$ cat src/rtl/r3_xfer_seq_if.sv
// Handshake bundle between the block-transfer sequencer, its requester and the reg-3 flags.
// The master side drives requests, flags and p_ack; the slave side (the sequencer) drives status.
interface r3_xfer_seq_if #(
    parameter int LENW = 9
);
    logic            start;
    logic            dir;
    logic [LENW-1:0] len;
    logic            abort;
    logic            ph_p_full;
    logic            hp_p_data_avail;
    logic            p_ack;
    logic            p_nmi;
    logic            busy;
    logic            done;
    logic            aborted;
    logic            spurious;
    logic [LENW-1:0] remaining;

    modport master (
        output start, dir, len, abort, ph_p_full, hp_p_data_avail, p_ack,
        input  p_nmi, busy, done, aborted, spurious, remaining
    );

    modport slave (
        input  start, dir, len, abort, ph_p_full, hp_p_data_avail, p_ack,
        output p_nmi, busy, done, aborted, spurious, remaining
    );
endinterface

$ cat src/rtl/r3_xfer_seq.sv
// Block-transfer sequencer: raises p_nmi once per byte when the reg-3 flag allows it,
// counts serviced bytes down and reports completion, abort and stray acknowledges.
//
// state    | meaning
// ---------+-----------------------------------------------------------
// IDLE     | no transfer; waiting for start
// HOLD     | GAP-cycle pause after an ack while the reg-3 flag catches up
// WAIT_RDY | sampling the direction-specific reg-3 flag
// NMI      | p_nmi asserted, waiting for the parasite's p_ack
// DONE     | last byte serviced; done pulses for this one cycle
module r3_xfer_seq #(
    parameter int GAP  = 2,
    parameter int LENW = 9
) (
    input  logic         h_phi2,
    input  logic         rst_b,
    r3_xfer_seq_if.slave bus
);
    typedef enum logic [2:0] {
        S_IDLE     = 3'd0,
        S_HOLD     = 3'd1,
        S_WAIT_RDY = 3'd2,
        S_NMI      = 3'd3,
        S_DONE     = 3'd4
    } state_t;

    localparam int GW = (GAP > 1) ? $clog2(GAP) : 1;
    localparam logic [GW-1:0]   GAP_LOAD  = (GAP > 0) ? GW'(GAP - 1) : '0;
    localparam logic [LENW-1:0] LEN_FULL  = LENW'(256);
    localparam logic [LENW-1:0] LEN_ONE   = LENW'(1);

    state_t          state_q, state_d;
    logic            dir_q, dir_d;
    logic [LENW-1:0] remaining_q, remaining_d;
    logic [GW-1:0]   gap_cnt_q, gap_cnt_d;
    logic            p_nmi_q, p_nmi_d;
    logic            busy_q, busy_d;
    logic            done_q, done_d;
    logic            aborted_q, aborted_d;
    logic            spurious_q, spurious_d;

    logic            rdy;
    logic            start_ok;
    logic            abort_ok;
    logic            ack_ok;

    always_comb begin
        rdy      = dir_q ? bus.hp_p_data_avail : ~bus.ph_p_full;
        start_ok = (state_q == S_IDLE) && bus.start && !bus.abort;
        abort_ok = (state_q != S_IDLE) && bus.abort;
        ack_ok   = (state_q == S_NMI) && bus.p_ack && !bus.abort;
    end

    always_ff @(posedge h_phi2 or negedge rst_b) begin
        if (!rst_b) begin
            state_q     <= S_IDLE;
            dir_q       <= 1'b0;
            remaining_q <= '0;
            gap_cnt_q   <= '0;
            p_nmi_q     <= 1'b0;
            busy_q      <= 1'b0;
            done_q      <= 1'b0;
            aborted_q   <= 1'b0;
            spurious_q  <= 1'b0;
        end else begin
            state_q     <= state_d;
            dir_q       <= dir_d;
            remaining_q <= remaining_d;
            gap_cnt_q   <= gap_cnt_d;
            p_nmi_q     <= p_nmi_d;
            busy_q      <= busy_d;
            done_q      <= done_d;
            aborted_q   <= aborted_d;
            spurious_q  <= spurious_d;
        end
    end

    always_comb begin
        state_d = state_q;
        case (state_q)
            S_IDLE: begin
                if (start_ok) state_d = S_WAIT_RDY;
            end
            S_HOLD: begin
                if (bus.abort)            state_d = S_IDLE;
                else if (gap_cnt_q == '0) state_d = S_WAIT_RDY;
            end
            S_WAIT_RDY: begin
                if (bus.abort) state_d = S_IDLE;
                else if (rdy)  state_d = S_NMI;
            end
            S_NMI: begin
                if (bus.abort) begin
                    state_d = S_IDLE;
                end else if (bus.p_ack) begin
                    if (remaining_q == LEN_ONE) state_d = S_DONE;
                    else if (GAP == 0)          state_d = S_WAIT_RDY;
                    else                        state_d = S_HOLD;
                end
            end
            S_DONE:  state_d = S_IDLE;
            default: state_d = S_IDLE;
        endcase
    end

    always_comb begin
        dir_d       = dir_q;
        remaining_d = remaining_q;
        gap_cnt_d   = gap_cnt_q;
        spurious_d  = spurious_q;

        if (start_ok) begin
            dir_d       = bus.dir;
            remaining_d = (bus.len == '0) ? LEN_FULL : bus.len;
            spurious_d  = 1'b0;
        end

        // Saturating decrement keeps remaining from wrapping on an unexpected count.
        if (ack_ok && (remaining_q != '0))
            remaining_d = remaining_q - LEN_ONE;

        if ((state_d == S_HOLD) && (state_q != S_HOLD))
            gap_cnt_d = GAP_LOAD;
        else if ((state_q == S_HOLD) && (gap_cnt_q != '0))
            gap_cnt_d = gap_cnt_q - GW'(1);

        // A stray ack is flagged even if it coincides with start, so it is never lost.
        if (bus.p_ack && !p_nmi_q)
            spurious_d = 1'b1;

        p_nmi_d   = (state_d == S_NMI);
        busy_d    = (state_d != S_IDLE) && (state_d != S_DONE);
        done_d    = (state_d == S_DONE);
        aborted_d = abort_ok;
    end

    assign bus.p_nmi     = p_nmi_q;
    assign bus.busy      = busy_q;
    assign bus.done      = done_q;
    assign bus.aborted   = aborted_q;
    assign bus.spurious  = spurious_q;
    assign bus.remaining = remaining_q;

endmodule

$ cat src/flat_wrapper.sv
// flat-port wrapper written by rule: the top's interface ports become plain ports
module r3_xfer_seq_flat 
#(
    parameter int GAP  = 2,
    parameter int LENW = 9
)
  (h_phi2, rst_b, bus_start, bus_dir, bus_len, bus_abort, bus_ph_p_full, bus_hp_p_data_avail, bus_p_ack, bus_p_nmi, bus_busy, bus_done, bus_aborted, bus_spurious, bus_remaining);
  r3_xfer_seq_if #(.LENW(LENW)) bus_i ();
  input  logic h_phi2;
  input  logic rst_b;
  input wire logic [$bits(bus_i.start)-1:0] bus_start;
  input wire logic [$bits(bus_i.dir)-1:0] bus_dir;
  input wire logic [$bits(bus_i.len)-1:0] bus_len;
  input wire logic [$bits(bus_i.abort)-1:0] bus_abort;
  input wire logic [$bits(bus_i.ph_p_full)-1:0] bus_ph_p_full;
  input wire logic [$bits(bus_i.hp_p_data_avail)-1:0] bus_hp_p_data_avail;
  input wire logic [$bits(bus_i.p_ack)-1:0] bus_p_ack;
  output wire logic [$bits(bus_i.p_nmi)-1:0] bus_p_nmi;
  output wire logic [$bits(bus_i.busy)-1:0] bus_busy;
  output wire logic [$bits(bus_i.done)-1:0] bus_done;
  output wire logic [$bits(bus_i.aborted)-1:0] bus_aborted;
  output wire logic [$bits(bus_i.spurious)-1:0] bus_spurious;
  output wire logic [$bits(bus_i.remaining)-1:0] bus_remaining;
  assign bus_i.start = bus_start;
  assign bus_i.dir = bus_dir;
  assign bus_i.len = bus_len;
  assign bus_i.abort = bus_abort;
  assign bus_i.ph_p_full = bus_ph_p_full;
  assign bus_i.hp_p_data_avail = bus_hp_p_data_avail;
  assign bus_i.p_ack = bus_p_ack;
  assign bus_p_nmi = bus_i.p_nmi;
  assign bus_busy = bus_i.busy;
  assign bus_done = bus_i.done;
  assign bus_aborted = bus_i.aborted;
  assign bus_spurious = bus_i.spurious;
  assign bus_remaining = bus_i.remaining;
  r3_xfer_seq #(.GAP(GAP), .LENW(LENW)) u_core (.h_phi2(h_phi2), .rst_b(rst_b), .bus(bus_i));
endmodule
$ cat config.mk
export PLATFORM = sky130hd
export DESIGN_NAME = r3_xfer_seq_flat
export DESIGN_NICKNAME = d
export VERILOG_FILES = /design/src/rtl/r3_xfer_seq_if.sv /design/src/rtl/r3_xfer_seq.sv /design/src/flat_wrapper.sv
export SDC_FILE = /design/constraint.sdc
export NUM_CORES = 1
export LEC_CHECK = 0
export BUFFER_PORTS_ARGS = -buffer_cell sky130_fd_sc_hd__buf_2
export CAP_MARGIN = 15
export CORE_AREA = 2 2 50 52
export CTS_CLUSTER_SIZE = 25
export DETAILED_ROUTE_END_ITERATION = 16
export DIE_AREA = 0 0 52 54
export PLACE_DENSITY = 0.74
export SLEW_MARGIN = 0
export SYNTH_ARGS = -nofsm -noshare
export SYNTH_HDL_FRONTEND = slang
export SYNTH_SLANG_ARGS = --single-unit
$ cat constraint.sdc
create_clock -name h_phi2 -period 2.3 [get_ports h_phi2]
set_input_delay 0.345 -clock h_phi2 [delete_from_list [all_inputs] [get_ports h_phi2]]
set_output_delay 0.345 -clock h_phi2 [all_outputs]
set_load 0.05 [all_outputs]
Word level (Yosys, flattened, before mapping)
Index checks and enable logic that the tools add are counted.
{"block": "totals", "output_inout_bits": 14, "regBits": 19, "inputBits": 17, "elab_cells": 58}
{"block": "op_classes", "reduce_logical": 20, "add_sub_neg": 2, "bitwise": 1, "eq_ne": 9, "n_mux": 17}
{"op": "2-to-1 mux 9 bit", "count": 3}
{"op": "2-to-1 mux 3 bit", "count": 8}
{"op": "one-hot mux 3 bit (4 select lines)", "count": 1}
{"op": "logical AND 1 bit", "count": 10}
{"op": "== test 3 x 2 -> 1 bit, second input constant", "count": 3}
{"op": "== test 9 x 1 -> 1 bit, second input constant", "count": 1}
{"op": "logical NOT 9 bit", "count": 1}
{"op": "nonzero test 9 bit", "count": 1}
{"op": "subtractor 9 x 1 -> 9 bit, second input constant", "count": 1}
{"op": "== test 3 x 1 -> 1 bit, second input constant", "count": 2}
{"op": "nonzero test 2 bit", "count": 3}
{"op": "nonzero test 3 bit", "count": 2}
{"op": "2-to-1 mux 1 bit", "count": 5}
{"op": "== test 3 bit, second input constant", "count": 1}
{"op": "logical NOT 3 bit", "count": 1}
{"op": "inequality test 3 x 1 -> 1 bit, second input constant", "count": 1}
{"op": "inequality test 3 bit, second input constant", "count": 1}
{"op": "logical NOT 1 bit", "count": 2}
{"op": "NOT 1 bit", "count": 1}
{"op": "subtractor 1 bit, second input constant", "count": 1}

Depth between registers and ports, before layout
Gate-level depths: netlist of the first run.
{"block": "depth", "word_depth": 8, "ltp_mapped": 7, "ltp_nobuf": 6}

Least setup slack after synthesis of the first run
OpenSTA, ideal clock, no wires.
{"block": "synth_timing", "path_type": "reg-to-reg", "startpoint": "register u_core.remaining_q[0] (netlist: u_core.bus.remaining[0])", "endpoint": "register u_core.remaining_q[4] (netlist: u_core.bus.remaining[4])", "n_path_buf": 0, "slack_ns": -0.096, "stages_incl_launch_ff": 7, "period_less_slack_ns": 2.396, "arrival_ns": 2.273, "cell_sequence": "dfrtp_1 > inv_1 > ha_1 > nor4b_2 > a2111oi_4 > mux2_4 > o221a_1"}
{"block": "synth_via", "elab_chain_cells": 3, "word_cells_on_any_way": 5, "classes_between": "add/sub: 1; mux: 1; reduce/logical: 3"}
{"item": "start, declared", "line": "r3_xfer_seq.sv:34", "source": "logic [LENW-1:0] remaining_q, remaining_d;"}
{"item": "start signal, assigned", "line": "r3_xfer_seq.sv:68", "source": "remaining_q <= remaining_d;"}
{"item": "parallel branches: the longest is 3 deep, another holds subtractor 9 x 1 -> 9 bit"}
Parallel ways; which one is timed is not known.
A chain may end at the register's enable or synchronous reset.

Final worst setup path of the first run
{"block": "layout_timing", "startpoint": "register u_core.remaining_q[0] (netlist: u_core.bus.remaining[0])", "endpoint": "register u_core.remaining_q[7] (netlist: u_core.bus.remaining[7])"}
The elaborated chain is that of the path after synthesis.

==> results.yml, run 1 <==
critical_path:
  crit_path_end_kind: "flip-flop"
  setup.worst_path.class: "flip-flop to flip-flop"
  timing.critical_path.arrival_ns: 2.19
  crit_required_ns: 2.50
  worst_setup_path_start_kind: "flip-flop"
  path_max_fanout: 7
  rrSetupSlack_ns: 0.32
clocking:
  cts_tree: "built"
  cts_made_buffers: 3
  cts_hold_buf: 1
  post_cts_setup_driven_buffer_insertion_count: 0
  clock_tree.root_cell: "sky130_fd_sc_hd__clkbuf_4"
  cts.sink_count: 19
  clkLatencyLatePin_ns: 0.30
  clock_tree.htree_level_count: 1
  cts_resized: 0
  cts.path.max_buffers: 2
  clk_pin_slew_worst_paths_ns: 0.12
place:
  place_congestion: 0.867
  placedCellCount: 167
  place_ws_ns: 0.358
  place.port_buffers: 30
  place_hpwl_um: 1810
sta:
  timing.final.max_slew_violations: 0
  worst_slew_margin_rel_pct: 63.2
  rsz_0062_raised_after_global_routing: "no"
  worst_hold_margin_ns: 0.240
  finalSetupViolCount: 0
  tightest_slew_ns: 0.550
  max_freq_mhz: 504
  layout_worst_path_cycle_share_pct: 86.2
  finalClockSkew_ns: 0.00610
  finalHoldViolations: 0
  post-route-worst-setup-slack_ns: 0.316
  finalSetupTns_ns: 0
  final.min_clock_period_ns: 1.98
synth:
  async_flop_share_pct: 100
  synth.avg_cell_area_um2: 9.81
  synth_enable_flop_cells: 0
  postSynthCellCount: 109
  synthesis.nets: 129
  synth_sequential_area_ratio_pct: 44.4
  synth_cell_types: 35
  synth-warning-count: 0
  synth_flop_cell: "sky130_fd_sc_hd__dfrtp_1"
  synth-seq-cells: 19
  area_of_the_mapped_netlist_um2: 1070
drt:
  dr.first_iter.drc_count: 19
  drtPass1Iterations: 4
  final_wl_um: 2390
  drc: 0
  antenna_violating_nets_post_route: 0
  route.detailed.wl_per_inst_um: 13.9
  route.detailed.vias_per_inst: 5.66
  via_count: 974
floorplan:
  die_w_um: 52
  fp.dieH_um: 54
  rows: 18
  core_area_um2: 2320
  floorplan.initialDensity_pct: 46.1
  design.portCount: 31
  total_die_area_um2: 2810
power:
  power.sequential.fraction_pct: 41.8
  power_report.internal_total_uw: 664
  power.density_cell_area_nw_per_um2: 1010
  vdd_drop_max_v: 0.000558
  static_leakage_nw: 0.613
  switchingPower_uw: 640
  clock_power_share_pct: 13.2
  comb_power_share_pct: 45.0
  switching_share_pct: 49.1
global_routing:
  grt_pass1_vias: 978
  globalRouteOverflowTotal: 0
  grt.total_usage_pct: 20.8
  wire_length_of_the_first_global_routing_pass_um: 4310
  grt_antenna_before_repair: 0
  grt_max_degree: 20
final_layout:
  diodes: 0
  post-route-util_pct: 55.7
  filler_cell_count: 221
  layout_commonest_cell: "sky130_fd_sc_hd__buf_2"
  register_area_um2: 478
  final_layout_size_suffix_gt1_share_pct: 33.1
  multi_input_gate_area_um2: 537
  most-common-layout-cells: "30 x sky130_fd_sc_hd__buf_2, 17 x sky130_fd_sc_hd__dfrtp_1, 10 x sky130_fd_sc_hd__nand2_1"
  area_growth_from_synthesis_to_layout_pct: 20.8
  num-nets-final: 163
  post_layout_nonfiller_instances: 172
min_path:
  hold_path.class: "primary input to flip-flop"
flow_run:
  drv_cap: 0
run_status:
  outcome: "complete, no violations"
[cell families after synthesis]
family / synth area share, %
mux: 5.15
simple gates: 24.4
compound gates: 16.3
buf+inv: 5.38
xor+xnor: 0.819
fa+ha+maj: 3.51
flops: 44.4
[metal layers]
| layer | track usage, % | vias up | routed length [um] |
|---|---|---|---|
| li1 | - | 470 | - |
| met1 | 26.1 | 469 | 1090 |
| met2 | 34.8 | 31 | 1180 |
| met3 | 3.33 | 4 | 101 |
| met4 | 10.1 | 0 | 20 |
| met5 | 0 | - | 0 |
[sequential cells by signal, indices dropped and copies added (netlist names)]
name / flops
u_core.gap_cnt_q: 1
u_core.bus.busy: 1
u_core.bus.p_nmi: 1
u_core.bus.done: 1
u_core.bus.remaining: 9
u_core.state_q: 3
u_core.bus.spurious: 1
u_core.dir_q: 1
u_core.bus.aborted: 1
[through the flow]
| stage | area, um2 | power, mW |
|---|---|---|
| 3_5_place_dp | 1250 | 1.14 |
| 2_1_floorplan | 1070 | 0.976 |
| 3_3_place_gp | 1250 | 1.12 |
| 4_1_cts | 1290 | 1.32 |
| 6_report | 1290 | 1.30 |
| 5_1_grt | 1290 | 1.40 |
[cell type report]
type                       count  area share, %
multi-input combinational     77           41.5
sequential                    19           37.0
timing repair buffer          34           14.1
tap                           30           2.90
inverter                       8           2.32
clock buffer                   3           1.74
clock inverter                 1          0.387
[synthesized netlist by cell type, drive strengths merged (4+ instances only)]
master	count	area share (%)
nand3	6	2.8
nor2	8	2.8
inv	8	2.8
mux2i	4	3.7
nor3	8	3.7
nand4	5	2.9
dfrtp	19	44
nand2	10	3.5
a211oi	4	2.8
[worst max-delay path, stage by stage, from the launching register on]
cell,delay (ns)
sky130_fd_sc_hd__dfrtp_2,0.43
sky130_fd_sc_hd__inv_1,0.07
sky130_fd_sc_hd__ha_1,0.19
sky130_fd_sc_hd__nor4b_2,0.18
sky130_fd_sc_hd__a2111oi_4,0.44
sky130_fd_sc_hd__buf_4,0.23
sky130_fd_sc_hd__mux2i_1,0.08
sky130_fd_sc_hd__o221a_2,0.26
[power by group through the flow]
stage                     registers [mW]  clock network (mW)  logic, mW
after global placement             0.540                   0      0.581
after detailed placement           0.549                   0      0.590
after global routing               0.563               0.192      0.645
after floorplan                    0.767                   0      0.209
after CTS                          0.542               0.180      0.593
final                              0.545               0.173      0.587
[path summary, 6_finish.rpt]
path                                    startpoint                       to  cells past startpoint
setup / recovery           u_core.bus.remaining[0]  u_core.bus.remaining[7]                      7
hold / removal                             bus_dir             u_core.dir_q                      3
setup reg to reg           u_core.bus.remaining[0]  u_core.bus.remaining[7]                      7
hold reg to reg                   u_core.bus.p_nmi      u_core.bus.spurious                      1
max in group asynchronous                    rst_b  u_core.bus.remaining[0]                      2
min in group asynchronous                    rst_b  u_core.bus.remaining[8]                      2
Power figures use the tool's default switching activity.
==> run 2: changes to the inputs <==
--- a/config.mk
+++ b/config.mk
@@ -7,10 +7,10 @@
 export LEC_CHECK = 0
 export BUFFER_PORTS_ARGS = -buffer_cell sky130_fd_sc_hd__buf_2
 export CAP_MARGIN = 15
-export CORE_AREA = 2 2 50 52
+export CORE_AREA = 2 2 48 54
 export CTS_CLUSTER_SIZE = 25
 export DETAILED_ROUTE_END_ITERATION = 16
-export DIE_AREA = 0 0 52 54
+export DIE_AREA = 0 0 50 56
 export PLACE_DENSITY = 0.74
 export SLEW_MARGIN = 0
 export SYNTH_ARGS = -nofsm -noshare
==> results.yml, run 2 (synthesized netlist as in run 1, its figures left out) <==
place:
  place_congestion: 0.831
  place.port_buffers: 30
  place_hpwl_um: 1830
  place_ws_ns: 0.316
  placedCellCount: 167
clocking:
  clk_pin_slew_worst_paths_ns: 0.12
  cts.path.max_buffers: 2
  clock_tree.htree_level_count: 1
  cts_made_buffers: 3
  post_cts_setup_driven_buffer_insertion_count: 0
  clkLatencyLatePin_ns: 0.31
  cts.sink_count: 19
  clock_tree.root_cell: "sky130_fd_sc_hd__clkbuf_4"
  cts_tree: "built"
sta:
  post-route-worst-setup-slack_ns: 0.262
  tightest_slew_ns: 0.561
  worst_hold_margin_ns: 0.220
  worst_slew_margin_rel_pct: 62.5
  rsz_0062_raised_after_global_routing: "no"
  timing.final.max_slew_violations: 0
  final.min_clock_period_ns: 2.04
  finalClockSkew_ns: 0.00858
  finalSetupViolCount: 0
  finalHoldViolations: 0
  finalSetupTns_ns: 0
  max_freq_mhz: 491
  layout_worst_path_cycle_share_pct: 88.6
final_layout:
  num-nets-final: 163
  most-common-layout-cells: "30 x sky130_fd_sc_hd__buf_2, 17 x sky130_fd_sc_hd__dfrtp_1, 10 x sky130_fd_sc_hd__nand2_1"
  final_layout_size_suffix_gt1_share_pct: 33.1
  filler_cell_count: 200
  area_growth_from_synthesis_to_layout_pct: 20.8
  largest_reg_flops: 9
  diodes: 0
  post_layout_nonfiller_instances: 172
  layout_commonest_cell: "sky130_fd_sc_hd__buf_2"
critical_path:
  timing.critical_path.to: "u_core.bus.remaining[6]"
  crit_required_ns: 2.55
  cp.depth: 7
  worstRegToRegCells: 7
  path_cells: "inv_1 -> ha_1 -> nor4b_2 -> a2111oi_4 -> buf_4 -> mux2i_1 -> o221a_2"
  rr_endpoint: "u_core.bus.remaining[6]"
  slowest_cell_on_crit_path: "sky130_fd_sc_hd__a2111oi_4"
  setup.worst_path.class: "flip-flop to flip-flop"
  rrSetupSlack_ns: 0.26
  timing.critical_path.arrival_ns: 2.29
  regToRegStartpoint: "u_core.bus.remaining[0]"
  path_max_fanout: 8
  path_delay_family: "compound AO/OA/AOI/OAI gates"
  worst_setup_path_start_kind: "flip-flop"
  worst-path-buf-inv: 2
  crit_path_end_kind: "flip-flop"
  timing.critical_path.from: "u_core.bus.remaining[0]"
  max_stage_delay_ns: 0.44
run_status:
  outcome: "complete, no violations"
global_routing:
  grt_max_degree: 20
  globalRouteOverflowTotal: 0
  grt_antenna_before_repair: 0
  grt_pass1_vias: 955
  grt.total_usage_pct: 20.1
  wire_length_of_the_first_global_routing_pass_um: 4330
floorplan:
  design.portCount: 31
  die_w_um: 50
  floorplan.initialDensity_pct: 48.0
  rows: 18
  fp.dieH_um: 56
  total_die_area_um2: 2800
  core_area_um2: 2230
power:
  switching_share_pct: 49.3
  power.density_cell_area_nw_per_um2: 1010
  power_report.internal_total_uw: 665
  comb_power_share_pct: 44.8
  switchingPower_uw: 646
  clock_power_share_pct: 13.3
  static_leakage_nw: 0.613
  vdd_drop_max_v: 0.000585
  power.sequential.fraction_pct: 41.9
  total_power_after_layout_mw: 1.31
drt:
  final_wl_um: 2480
  via_count: 968
  route.detailed.vias_per_inst: 5.63
  dr.first_iter.drc_count: 12
  antenna_violating_nets_post_route: 0
  drtPass1Iterations: 4
  drc: 0
  route.detailed.wl_per_inst_um: 14.4
min_path:
  hold_path.class: "primary input to flip-flop"
flow_run:
  drv_cap: 0
run 2: cell counts in the layout (fill, tap and decap cells not counted):
No cell type changed its count.
run 2: how the worst min path moves through the flow:
stage               start  slack, ns                      end  depth (start not counted)
2_1_floorplan       rst_b       0.05       u_core.bus.aborted                          0
6_report          bus_dir       0.22             u_core.dir_q                          3
3_5_place_dp        rst_b       0.31  u_core.bus.remaining[2]                          1
3_3_place_gp        rst_b       0.31  u_core.bus.remaining[3]                          1
4_1_cts           bus_dir       0.22             u_core.dir_q                          3
5_1_grt        bus_len[5]       0.25  u_core.bus.remaining[5]                          3
run 2: cell type report:
class                      instances  area (um2)  area share (%)
tap                               30        37.5            2.90
clock inverter                     1        5.00           0.387
sequential                        19         478            37.0
timing repair buffer              34         183            14.1
multi-input combinational         77         537            41.5
clock buffer                       3        22.5            1.74
inverter                           8        30.0            2.32
run 2: timing repair:
| item | 4_1_cts | 5_1_grt |
|---|---|---|
| resized for setup | 0 | 0 |
| setup endpoints to repair | 0 | 0 |
| endpoints found under the hold margin | 19 | 0 |
| hold buffers | 1 | 0 |
run 2: power by group through the flow:
stage               registers [mW]  logic (mW)  clock network, mW
CTS                          0.546       0.593              0.177
detailed placement           0.552       0.588                  0
floorplan                    0.767       0.209                  0
finish                       0.549       0.588              0.174
global placement             0.542       0.581                  0
global route                 0.566       0.636              0.192
run 2: stage by stage:
stage / utilization [%] / instance area, um2
3_5_place_dp: 56.3 / 1250
4_1_cts: 58.0 / 1290
2_1_floorplan: - / 1070
3_3_place_gp: 56.3 / 1250
6_report: 58.0 / 1290
5_1_grt: 58.0 / 1290
run 2: routing by layer:
metal,part of all wire [%],vias to the layer above,wire (um),GRT usage [%]
met1,45,468,1110,25.9
met4,1.4,0,34,10.3
met3,4.8,5,119,4.30
li1,-,466,-,-
met5,0,-,0,0
met2,49,29,1210,31.2
run 2: worst register-to-register path, stage by stage, from the launching register on:
cell,delay [ns]
sky130_fd_sc_hd__dfrtp_2,0.43
sky130_fd_sc_hd__inv_1,0.08
sky130_fd_sc_hd__ha_1,0.19
sky130_fd_sc_hd__nor4b_2,0.18
sky130_fd_sc_hd__a2111oi_4,0.44
sky130_fd_sc_hd__buf_4,0.24
sky130_fd_sc_hd__mux2i_1,0.21
sky130_fd_sc_hd__o221a_2,0.21
==> run 3: changes to the inputs <==
--- a/config.mk
+++ b/config.mk
@@ -5,13 +5,14 @@
 export SDC_FILE = /design/constraint.sdc
 export NUM_CORES = 1
 export LEC_CHECK = 0
+export ABC_AREA = 1
 export BUFFER_PORTS_ARGS = -buffer_cell sky130_fd_sc_hd__buf_2
 export CAP_MARGIN = 15
-export CORE_AREA = 2 2 48 54
+export CORE_AREA = 2 2 52 59
 export CTS_CLUSTER_SIZE = 25
 export DETAILED_ROUTE_END_ITERATION = 16
-export DIE_AREA = 0 0 50 56
-export PLACE_DENSITY = 0.74
+export DIE_AREA = 0 0 54 61
+export PLACE_DENSITY = 0.72
 export SLEW_MARGIN = 0
 export SYNTH_ARGS = -nofsm -noshare
 export SYNTH_HDL_FRONTEND = slang
==> results.yml, run 3 <==
min_path:
  holdCritStartpoint: "bus_dir"
  hold_path.class: "primary input to flip-flop"
  whs_endpoint: "u_core.dir_q"
  whs_path_depth: 3
synth:
  synth.most_common_cell: "sky130_fd_sc_hd__nand2_1"
  synth-seq-cells: 19
  async_flop_share_pct: 100
  synth_flop_cell: "sky130_fd_sc_hd__dfrtp_1"
  synthesis.nets: 204
  fraction_of_synthesized_cell_area_taken_by_the_top_area_cell_type_pct: 37.1
  synth_enable_flop_cells: 0
  synth_sequential_area_ratio_pct: 37.1
  synth_top_cells_by_area: "sky130_fd_sc_hd__dfrtp_1 37%, sky130_fd_sc_hd__nand2_1 17%, sky130_fd_sc_hd__inv_1 7.9%"
  synth.avg_cell_area_um2: 6.96
  synth_top_area_cell: "sky130_fd_sc_hd__dfrtp_1"
  postSynthCellCount: 184
  top_cells_by_instance_count_after_synthesis: "57 x sky130_fd_sc_hd__nand2_1, 27 x sky130_fd_sc_hd__inv_1, 22 x sky130_fd_sc_hd__nor2_1"
  area_of_the_mapped_netlist_um2: 1280
  synth_cell_types: 23
  synth-warning-count: 0
clocking:
  cts_tree: "built"
  clock_tree.htree_level_count: 1
  cts_made_buffers: 3
  cts_hold_buf: 1
  cts_resized: 0
  clock_tree.root_cell: "sky130_fd_sc_hd__clkbuf_4"
  clkLatencyLatePin_ns: 0.31
  cts.path.max_buffers: 2
  post_cts_setup_driven_buffer_insertion_count: 0
  clk_pin_slew_worst_paths_ns: 0.12
  cts.sink_count: 19
floorplan:
  fp.dieH_um: 61
  die_w_um: 54
  core_area_um2: 2700
  floorplan.initialDensity_pct: 47.4
  total_die_area_um2: 3290
  rows: 20
  design.portCount: 31
place:
  place_congestion: 0.971
  place_hpwl_um: 2270
  post_dp_cell_area_um2: 1470
  place.port_buffers: 30
drt:
  route.detailed.vias_per_inst: 4.95
  via_count: 1248
  final_wl_um: 2900
  drtPass1Iterations: 4
  antenna_violating_nets_post_route: 0
  dr.first_iter.drc_count: 21
  drc: 0
  route.detailed.wl_per_inst_um: 11.5
sta:
  worst_slew_margin_rel_pct: 70.6
  finalClockSkew_ns: 0.0171
  finalSetupTns_ns: 0
  finalSetupViolCount: 0
  max_freq_mhz: 647
  rsz_0062_raised_after_global_routing: "no"
  final.min_clock_period_ns: 1.55
  timing.final.max_slew_violations: 0
  finalHoldViolations: 0
  tightest_slew_ns: 0.442
  layout_worst_path_cycle_share_pct: 67.2
power:
  vdd_drop_max_v: 0.000666
  power.density_cell_area_nw_per_um2: 1230
  total_power_after_layout_mw: 1.86
  static_leakage_nw: 0.835
critical_path:
  worstRegToRegCells: 6
  regToRegStartpoint: "u_core.state_q[1]"
  timing.critical_path.from: "u_core.state_q[1]"
  rrSetupSlack_ns: 0.75
  crit_path_end_kind: "flip-flop"
  rr_endpoint: "u_core.bus.remaining[0]"
  crit_required_ns: 2.50
  path_max_fanout: 7
  timing.critical_path.arrival_ns: 1.74
  worst_setup_path_start_kind: "flip-flop"
  setup.worst_path.class: "flip-flop to flip-flop"
global_routing:
  wire_length_of_the_first_global_routing_pass_um: 5210
  grt_pass1_vias: 1238
  globalRouteOverflowTotal: 0
  grt_antenna_before_repair: 0
  grt_max_degree: 20
  grt.total_usage_pct: 21.9
final_layout:
  layout_commonest_cell: "sky130_fd_sc_hd__nand2_1"
  diodes: 0
  area_growth_from_synthesis_to_layout_pct: 17.8
  non_filler_cell_area_final_um2: 1510
  largest_reg_flops: 9
  filler_cell_count: 291
  num-nets-final: 240
  most-common-layout-cells: "57 x sky130_fd_sc_hd__nand2_1, 30 x sky130_fd_sc_hd__buf_2, 27 x sky130_fd_sc_hd__inv_1"
  multi_input_gate_area_um2: 689
  final_layout_size_suffix_gt1_share_pct: 21.5
  register_area_um2: 475
run_status:
  outcome: "complete, no violations"
flow_run:
  drv_cap: 0
[run 3: cell count changes in the layout (fill, tap and decap cells not counted), moves of 3 or more]
| cell | previous run | this run |
|---|---|---|
| sky130_fd_sc_hd__a211oi_1 | 4 | 0 |
| sky130_fd_sc_hd__buf_4 | 3 | 0 |
| sky130_fd_sc_hd__inv_1 | 8 | 27 |
| sky130_fd_sc_hd__mux2i_1 | 4 | 0 |
| sky130_fd_sc_hd__nand2_1 | 10 | 57 |
| sky130_fd_sc_hd__nand3_1 | 6 | 15 |
| sky130_fd_sc_hd__nor2_1 | 8 | 22 |
| sky130_fd_sc_hd__nor2_4 | 0 | 3 |
| sky130_fd_sc_hd__nor3_1 | 8 | 1 |
| sky130_fd_sc_hd__o21ai_0 | 3 | 10 |
| sky130_fd_sc_hd__o21ai_1 | 0 | 4 |
[run 3: final cells by class]
cell class,instances,area share [%]
tap,33,2.74
inverter,30,7.63
sequential,19,31.5
clock buffer,4,1.74
timing repair buffer,31,10.6
multi-input combinational,135,45.7
[run 3: power breakdown]
| group | internal [mW] | switching (mW) | leakage, nW | total, mW |
|---|---|---|---|---|
| Sequential | 0.458 | 0.130 | 0.238 | 0.588 |
| Combinational | 0.295 | 0.798 | 0.583 | 1.09 |
| Clock | 0.0677 | 0.110 | 0.0150 | 0.178 |
[run 3: cells by family after synthesis]
logic type	share of synthesized area, %
buffers and inverters	8.99
flip-flops	37.1
AND/OR/NAND/NOR	40.6
adder cells (fa/ha/maj)	2.93
XOR/XNOR	2.05
AO/OA/AOI/OAI	8.31
[run 3: how the worst max path moves through the flow]
stage                              endpoint  slack [ns]  depth (start not counted)
finish              u_core.bus.remaining[0]        0.75                          6
floorplan           u_core.bus.remaining[0]        0.68                          6
detailed placement  u_core.bus.remaining[0]        0.78                          6
CTS                 u_core.bus.remaining[0]        0.76                          6
global route        u_core.bus.remaining[0]        0.58                          6
global placement    u_core.bus.remaining[8]        0.77                          8
[run 3: through the flow]
stage                     std cells  hold WS [ns]  util (%)  setup slack (ns)
final                           252         0.238      55.8             0.754
after global routing            252         0.297      55.8             0.580
after CTS                       252         0.244      55.8             0.757
after detailed placement        247         0.320      54.4             0.779
after global placement          247         0.318      54.4             0.772
after floorplan                 184        0.0494         -             0.679
[run 3: critical path, stage by stage (launching register included)]
cell and delay [ns]:
sky130_fd_sc_hd__dfrtp_1 0.47, sky130_fd_sc_hd__nor2_1 0.28, sky130_fd_sc_hd__nand2_1 0.14, sky130_fd_sc_hd__nor2_4 0.20, sky130_fd_sc_hd__o21ai_0 0.12, sky130_fd_sc_hd__o21ai_0 0.17, sky130_fd_sc_hd__inv_1 0.05
[run 3: per-layer routing]
layer | routed length, um | track usage, % | up-vias
li1 | - | - | 642
met1 | 1240 | 25.2 | 569
met2 | 1480 | 41.1 | 30
met3 | 115 | 2.96 | 7
met4 | 63 | 6.79 | 0
met5 | 0 | 0 | -
